[config.mk]
export PLATFORM = sky130hd
export DESIGN_NAME = spi_ram
export DESIGN_NICKNAME = d
export VERILOG_FILES = /design/src/rtl/spi_ram.sv
export SDC_FILE = /design/constraint.sdc
export NUM_CORES = 2
export LEC_CHECK = 0
export BUFFER_PORTS_ARGS = -buffer_cell sky130_fd_sc_hd__buf_2
export CORE_UTILIZATION = 35
export DETAILED_ROUTE_END_ITERATION = 12
export SETUP_SLACK_MARGIN = 0.15
export SLEW_MARGIN = 15
export SYNTH_ARGS = -nofsm -noshare
export SYNTH_HDL_FRONTEND = slang
export SYNTH_SLANG_ARGS = --single-unit
[constraint.sdc]
create_clock -name clk -period 4.9 [get_ports clk]
set_clock_uncertainty 0.1 [all_clocks]
set_input_delay 0.245 -clock clk [delete_from_list [all_inputs] [get_ports clk]]
set_output_delay 0.245 -clock clk [all_outputs]
set_load 0.05 [all_outputs]
[src/rtl/spi_ram.sv]
// rtl/spi_ram.sv - command-decoding RAM behind the SPI slave; optional SPI_RAM_AUTOINC_EN burst addressing
// Executes one 2-bit-opcode command per rx_valid rising edge and holds tx_valid for TX_HOLD cycles per read.
module spi_ram #(
  parameter int MEM_DEPTH = 256,
  parameter int ADDR_SIZE = 8,
  parameter int TX_HOLD   = 9
) (
  input  logic       clk,
  input  logic       rst_n,
  input  logic [9:0] din,
  input  logic       rx_valid,
  output logic [7:0] dout,
  output logic       tx_valid,
  output logic       cmd_err
);

  localparam int CNT_W = $clog2(TX_HOLD + 1);

  typedef enum logic {S_IDLE, S_SEND} state_t;

  logic                 r_rx_prev;
  logic [ADDR_SIZE-1:0] r_wr_addr;
  logic [ADDR_SIZE-1:0] r_rd_addr;
  logic                 r_wr_ok;
  logic                 r_rd_ok;
  logic [7:0]           r_dout;
  logic                 r_cmd_err;
  logic [7:0]           r_mem [MEM_DEPTH];
  state_t               r_state;
  state_t               w_state_nxt;
  logic [CNT_W-1:0]     r_cnt;
  logic [CNT_W-1:0]     w_cnt_nxt;

  logic                 w_edge;
  logic [1:0]           w_cmd;
  logic [ADDR_SIZE-1:0] w_addr;
  logic                 w_wr_go;
  logic                 w_rd_go;
  logic                 w_err;

  // A level-held rx_valid must only trigger once per frame.
  assign w_edge  = rx_valid & ~r_rx_prev;
  assign w_cmd   = din[9:8];
  assign w_addr  = din[ADDR_SIZE-1:0];
  assign w_wr_go = w_edge & (w_cmd == 2'b01) & r_wr_ok;
  assign w_rd_go = w_edge & (w_cmd == 2'b11) & r_rd_ok;
  assign w_err   = w_edge & (((w_cmd == 2'b01) & ~r_wr_ok) | ((w_cmd == 2'b11) & ~r_rd_ok));

  assign dout     = r_dout;
  assign cmd_err  = r_cmd_err;
  assign tx_valid = (r_state == S_SEND);

  always_ff @(posedge clk) begin
    if (w_wr_go) begin
      r_mem[r_wr_addr] <= din[7:0];
    end
  end

  always_ff @(posedge clk or negedge rst_n) begin
    if (!rst_n) begin
      r_rx_prev <= 1'b0;
      r_wr_addr <= '0;
      r_rd_addr <= '0;
      r_wr_ok   <= 1'b0;
      r_rd_ok   <= 1'b0;
      r_dout    <= 8'h00;
      r_cmd_err <= 1'b0;
    end else begin
      r_rx_prev <= rx_valid;
      r_cmd_err <= w_err;
      if (w_edge && (w_cmd == 2'b00)) begin
        r_wr_addr <= w_addr;
        r_wr_ok   <= 1'b1;
      end
      if (w_edge && (w_cmd == 2'b10)) begin
        r_rd_addr <= w_addr;
        r_rd_ok   <= 1'b1;
      end
`ifdef SPI_RAM_AUTOINC_EN
      if (w_wr_go) begin
        r_wr_addr <= r_wr_addr + 1'b1;
      end
      if (w_rd_go) begin
        r_dout    <= r_mem[r_rd_addr];
        r_rd_addr <= r_rd_addr + 1'b1;
      end
`else
      if (w_rd_go) begin
        r_dout  <= r_mem[r_rd_addr];
        r_rd_ok <= 1'b0;
      end
`endif
    end
  end

  always_ff @(posedge clk or negedge rst_n) begin
    if (!rst_n) begin
      r_state <= S_IDLE;
      r_cnt   <= '0;
    end else begin
      r_state <= w_state_nxt;
      r_cnt   <= w_cnt_nxt;
    end
  end

  // A read accepted mid-SEND restarts the hold window without dropping tx_valid.
  always_comb begin
    w_state_nxt = r_state;
    w_cnt_nxt   = r_cnt;
    case (r_state)
      S_IDLE: begin
        if (w_rd_go) begin
          w_state_nxt = S_SEND;
          w_cnt_nxt   = CNT_W'(TX_HOLD - 1);
        end
      end
      S_SEND: begin
        if (w_rd_go) begin
          w_cnt_nxt = CNT_W'(TX_HOLD - 1);
        end else if (r_cnt == '0) begin
          w_state_nxt = S_IDLE;
        end else begin
          w_cnt_nxt = r_cnt - 1'b1;
        end
      end
      default: begin
        w_state_nxt = S_IDLE;
        w_cnt_nxt   = '0;
      end
    endcase
  end

endmodule
==> flow_metrics.py <==
metrics = {
    "synthesis": {
        "synth_flop_cell": "edfxtp_1",
        "synth-seq-cells": 2081,
        "synth-edff-count": 2048,
        "synthesis.area_um2": 81700,
        "synth_area_leaders": "edfxtp_1, mux4_2, mux2i_1",
        "yosys.area.top_type": "edfxtp_1",
        "synth_top_area_share": 0.753,
        "async_flop_share": 0.0159,
        "syn_nets": 4101,
        "synth_cell_type_count": 71,
        "synth_area_per_cell_um2": 20.0,
        "syn_inst": 4087,
        "ys_warn_count": 0,
        "synth_seq_area_share": 0.763,
    },
    "timing": {
        "rsz0062_at_grt": "false",
        "fin_crit_sh": 0.911,
        "drv_slew": 0,
        "timing.hold.ws_ps": 55.4,
        "finalHoldViolCount": 0,
        "slew_headroom": 0.132,
        "period_minus_slack_ps": 4460,
        "tightest_slew_ps": 1300,
        "fin_tns_setup_ps": 0,
        "clock.fmax_mhz": 224,
        "setup_viol": 0,
    },
    "clocking": {
        "clk_path_buf_depth": 3,
        "clock_sinks": 2081,
        "htreeDepth": 4,
        "postCtsSetupBuffers": 0,
        "insertion_delay_ps": 870,
        "numCtsBuffers": 203,
        "cts_tree": "yes",
        "clk_pin_slew_ps": 60,
        "clockRootBuffer": "clkbuf_16",
    },
    "min_path": {
        "hp-class": "input port to register",
        "whs_path_depth": 1,
        "hold-path-endpoint": "r_mem[180][6]",
        "min_from": "din[6]",
    },
    "global_route": {
        "grt_pass1_vias": 41000,
        "grt_pass1_wl_um": 309000,
        "grt_max_degree": 161,
        "overflow": 0,
        "grt.total_usage": 0.182,
        "antenna_found_initial": 7,
    },
    "setup_path": {
        "critPathMaxFanout": 33,
        "start_kind": "register",
        "rrSetupSlack_ps": 440,
        "endpoint_kind": "register",
        "cp.arrival_ps": 5100,
        "reg2reg_from": "r_rd_addr[0]",
        "critPathKind": "register to register",
        "rr_endpoint": "dout[5]",
        "required_ps": 5530,
        "r2r_cells": 9,
    },
    "final_layout": {
        "fill_cells": 20500,
        "drive_above_1_share": 0.185,
        "area_growth_pct": 12.9,
        "layout.cells.most_common": "edfxtp_1",
        "finalNetCount": 4251,
        "final_cell_mix": "edfxtp_1, mux2i_1, nor2_1, mux4_2, clkbuf_16",
    },
    "drt": {
        "antenna_left": 0,
        "drt-initial-drc-count": 4725,
        "wire_per_inst_um": 29.1,
        "firstDrtPassIters": 6,
        "vias": 41500,
        "wirelength_um": 217000,
        "post-route-drc-count": 0,
        "vias_per_cell": 5.57,
    },
    "floorplanning": {
        "core_um2": 232000,
        "num_rows": 177,
        "die_w_um": 485,
        "start_util": 0.352,
        "io_pins": 23,
        "dieArea_um2": 235000,
        "fp.dieH_um": 485,
    },
    "job": {
        "maxCapViolCount": 0,
    },
    "power_and_ir_drop": {
        "powerDensity_nw_per_um2": 455,
        "vdd_drop_max_v": 0.000377,
        "p_leak_nw": 28.8,
    },
    "place": {
        "port_buffers": 22,
        "post-dp-hpwl_um": 133000,
        "gp_congestion": 0.853,
    },
    "run_status": {
        "status": "completed",
    },
}
-- flip-flops by register name, indices dropped and copies added (netlist names), 4 cells and up --
| signal | flops |
|---|---|
| r_cnt | 4 |
| r_rd_addr | 8 |
| dout | 8 |
| r_mem | 2048 |
| r_wr_addr | 8 |
-- layout make-up --
type                       count  area (um^2)  share of cell area
timing repair buffer         182         1700              0.0184
tap                         3043         3810              0.0413
inverter                      10         40.0            0.000434
clock inverter               138         1480              0.0160
sequential                  2081        62300               0.676
multi-input combinational   1759        17600               0.190
clock buffer                 245         5320              0.0577
antenna                        1         2.50           0.0000271
-- where the power goes --
part / switching [mW] / total [mW] / internal, mW
clock network: 6.75 / 16.0 / 9.22
registers: 0.269 / 19.9 / 19.6
logic: 3.89 / 6.10 / 2.21
total: 10.9 / 42.0 / 31.1
-- how the worst max path moves through the flow --
| stage | cells past startpoint | slack [ps] | end | from |
|---|---|---|---|---|
| after global placement | 9 | 540 | dout[5] | r_rd_addr[0] |
| after global routing | 9 | 290 | dout[5] | r_rd_addr[0] |
| after floorplan | 6 | 2450 | r_mem[221][0] | r_rx_prev |
| after CTS | 9 | 550 | dout[5] | r_rd_addr[0] |
| after detailed placement | 9 | 560 | dout[5] | r_rd_addr[0] |
| final | 9 | 440 | dout[5] | r_rd_addr[0] |
-- worst max-delay path, cell delays in order, from the launching register on --
cell	delay, ps
dfrtp_4	850
buf_12	330
buf_4	320
mux4_2	540
a22oi_1	260
nand2_1	70
nor3_1	840
a31oi_1	280
a32oi_1	530
o21ai_1	120
-- through the flow --
step	cells	cell area (um^2)	setup slack (ps)	total power, mW	util
after global routing	7459	92300	288	43.1	0.397
after floorplan	4087	81700	2450	24.1	-
after global placement	7063	85300	541	26.3	0.367
final	7459	92300	436	42.0	0.397
after detailed placement	7063	85300	564	26.4	0.367
after CTS	7458	92200	549	42.2	0.397
-- per-layer routing --
metal / share of wire / GRT usage
met5: 0.000065 / 0
met4: 0.034 / 0.0607
met3: 0.075 / 0.0334
met2: 0.47 / 0.289
met1: 0.42 / 0.252
-- synthesized netlist by cell type (all sizes together) (2+ instances only) --
cell type and instances:
edfxtp 2048, mux4 361, mux2i 313, nor2 307, nand2 182, buf 158, o22ai 105, clkbuf 79
o221ai 60, a21oi 55, o21ai 52, a211oi 45, a22oi 42, dfrtp 33, nand3 29, nor3 26
nor2b 15, a211o 14, a221oi 14, a2111oi 13, mux2 13, a31oi 9, inv 9, nor4 9
and2 8, or3 8, nand4 7, o211ai 7, a22o 5, and3 5, nand3b 5, or2 5
o31ai 4, o32ai 4, or3b 4, a221o 3, a32oi 3, nand2b 3, nor3b 3, o2111ai 3
xnor2 3, o22a 2, o41ai 2
-- kinds of logic (layout without fill, tap and decap cells) --
group | after synthesis | count (layout) | share of synthesized area
other | 0 | 1 | 0
multiplexers | 687 | 687 | 0.142
AO/OA/AOI/OAI | 447 | 447 | 0.0385
AND/OR/NAND/NOR | 621 | 621 | 0.0325
buffers and inverters | 247 | 575 | 0.0234
XOR/XNOR | 3 | 3 | 0.000322
flip-flops | 2081 | 2081 | 0.763
adder cells (fa/ha/maj) | 1 | 1 | 0.000153
-- timing repair --
item | 4_1_cts | 5_1_grt
resized for setup | 0 | 0
hold buffers | 12 | 0
hold endpoints to repair | 251 | 0
Note: power is estimated with default switching activity, not from simulation.
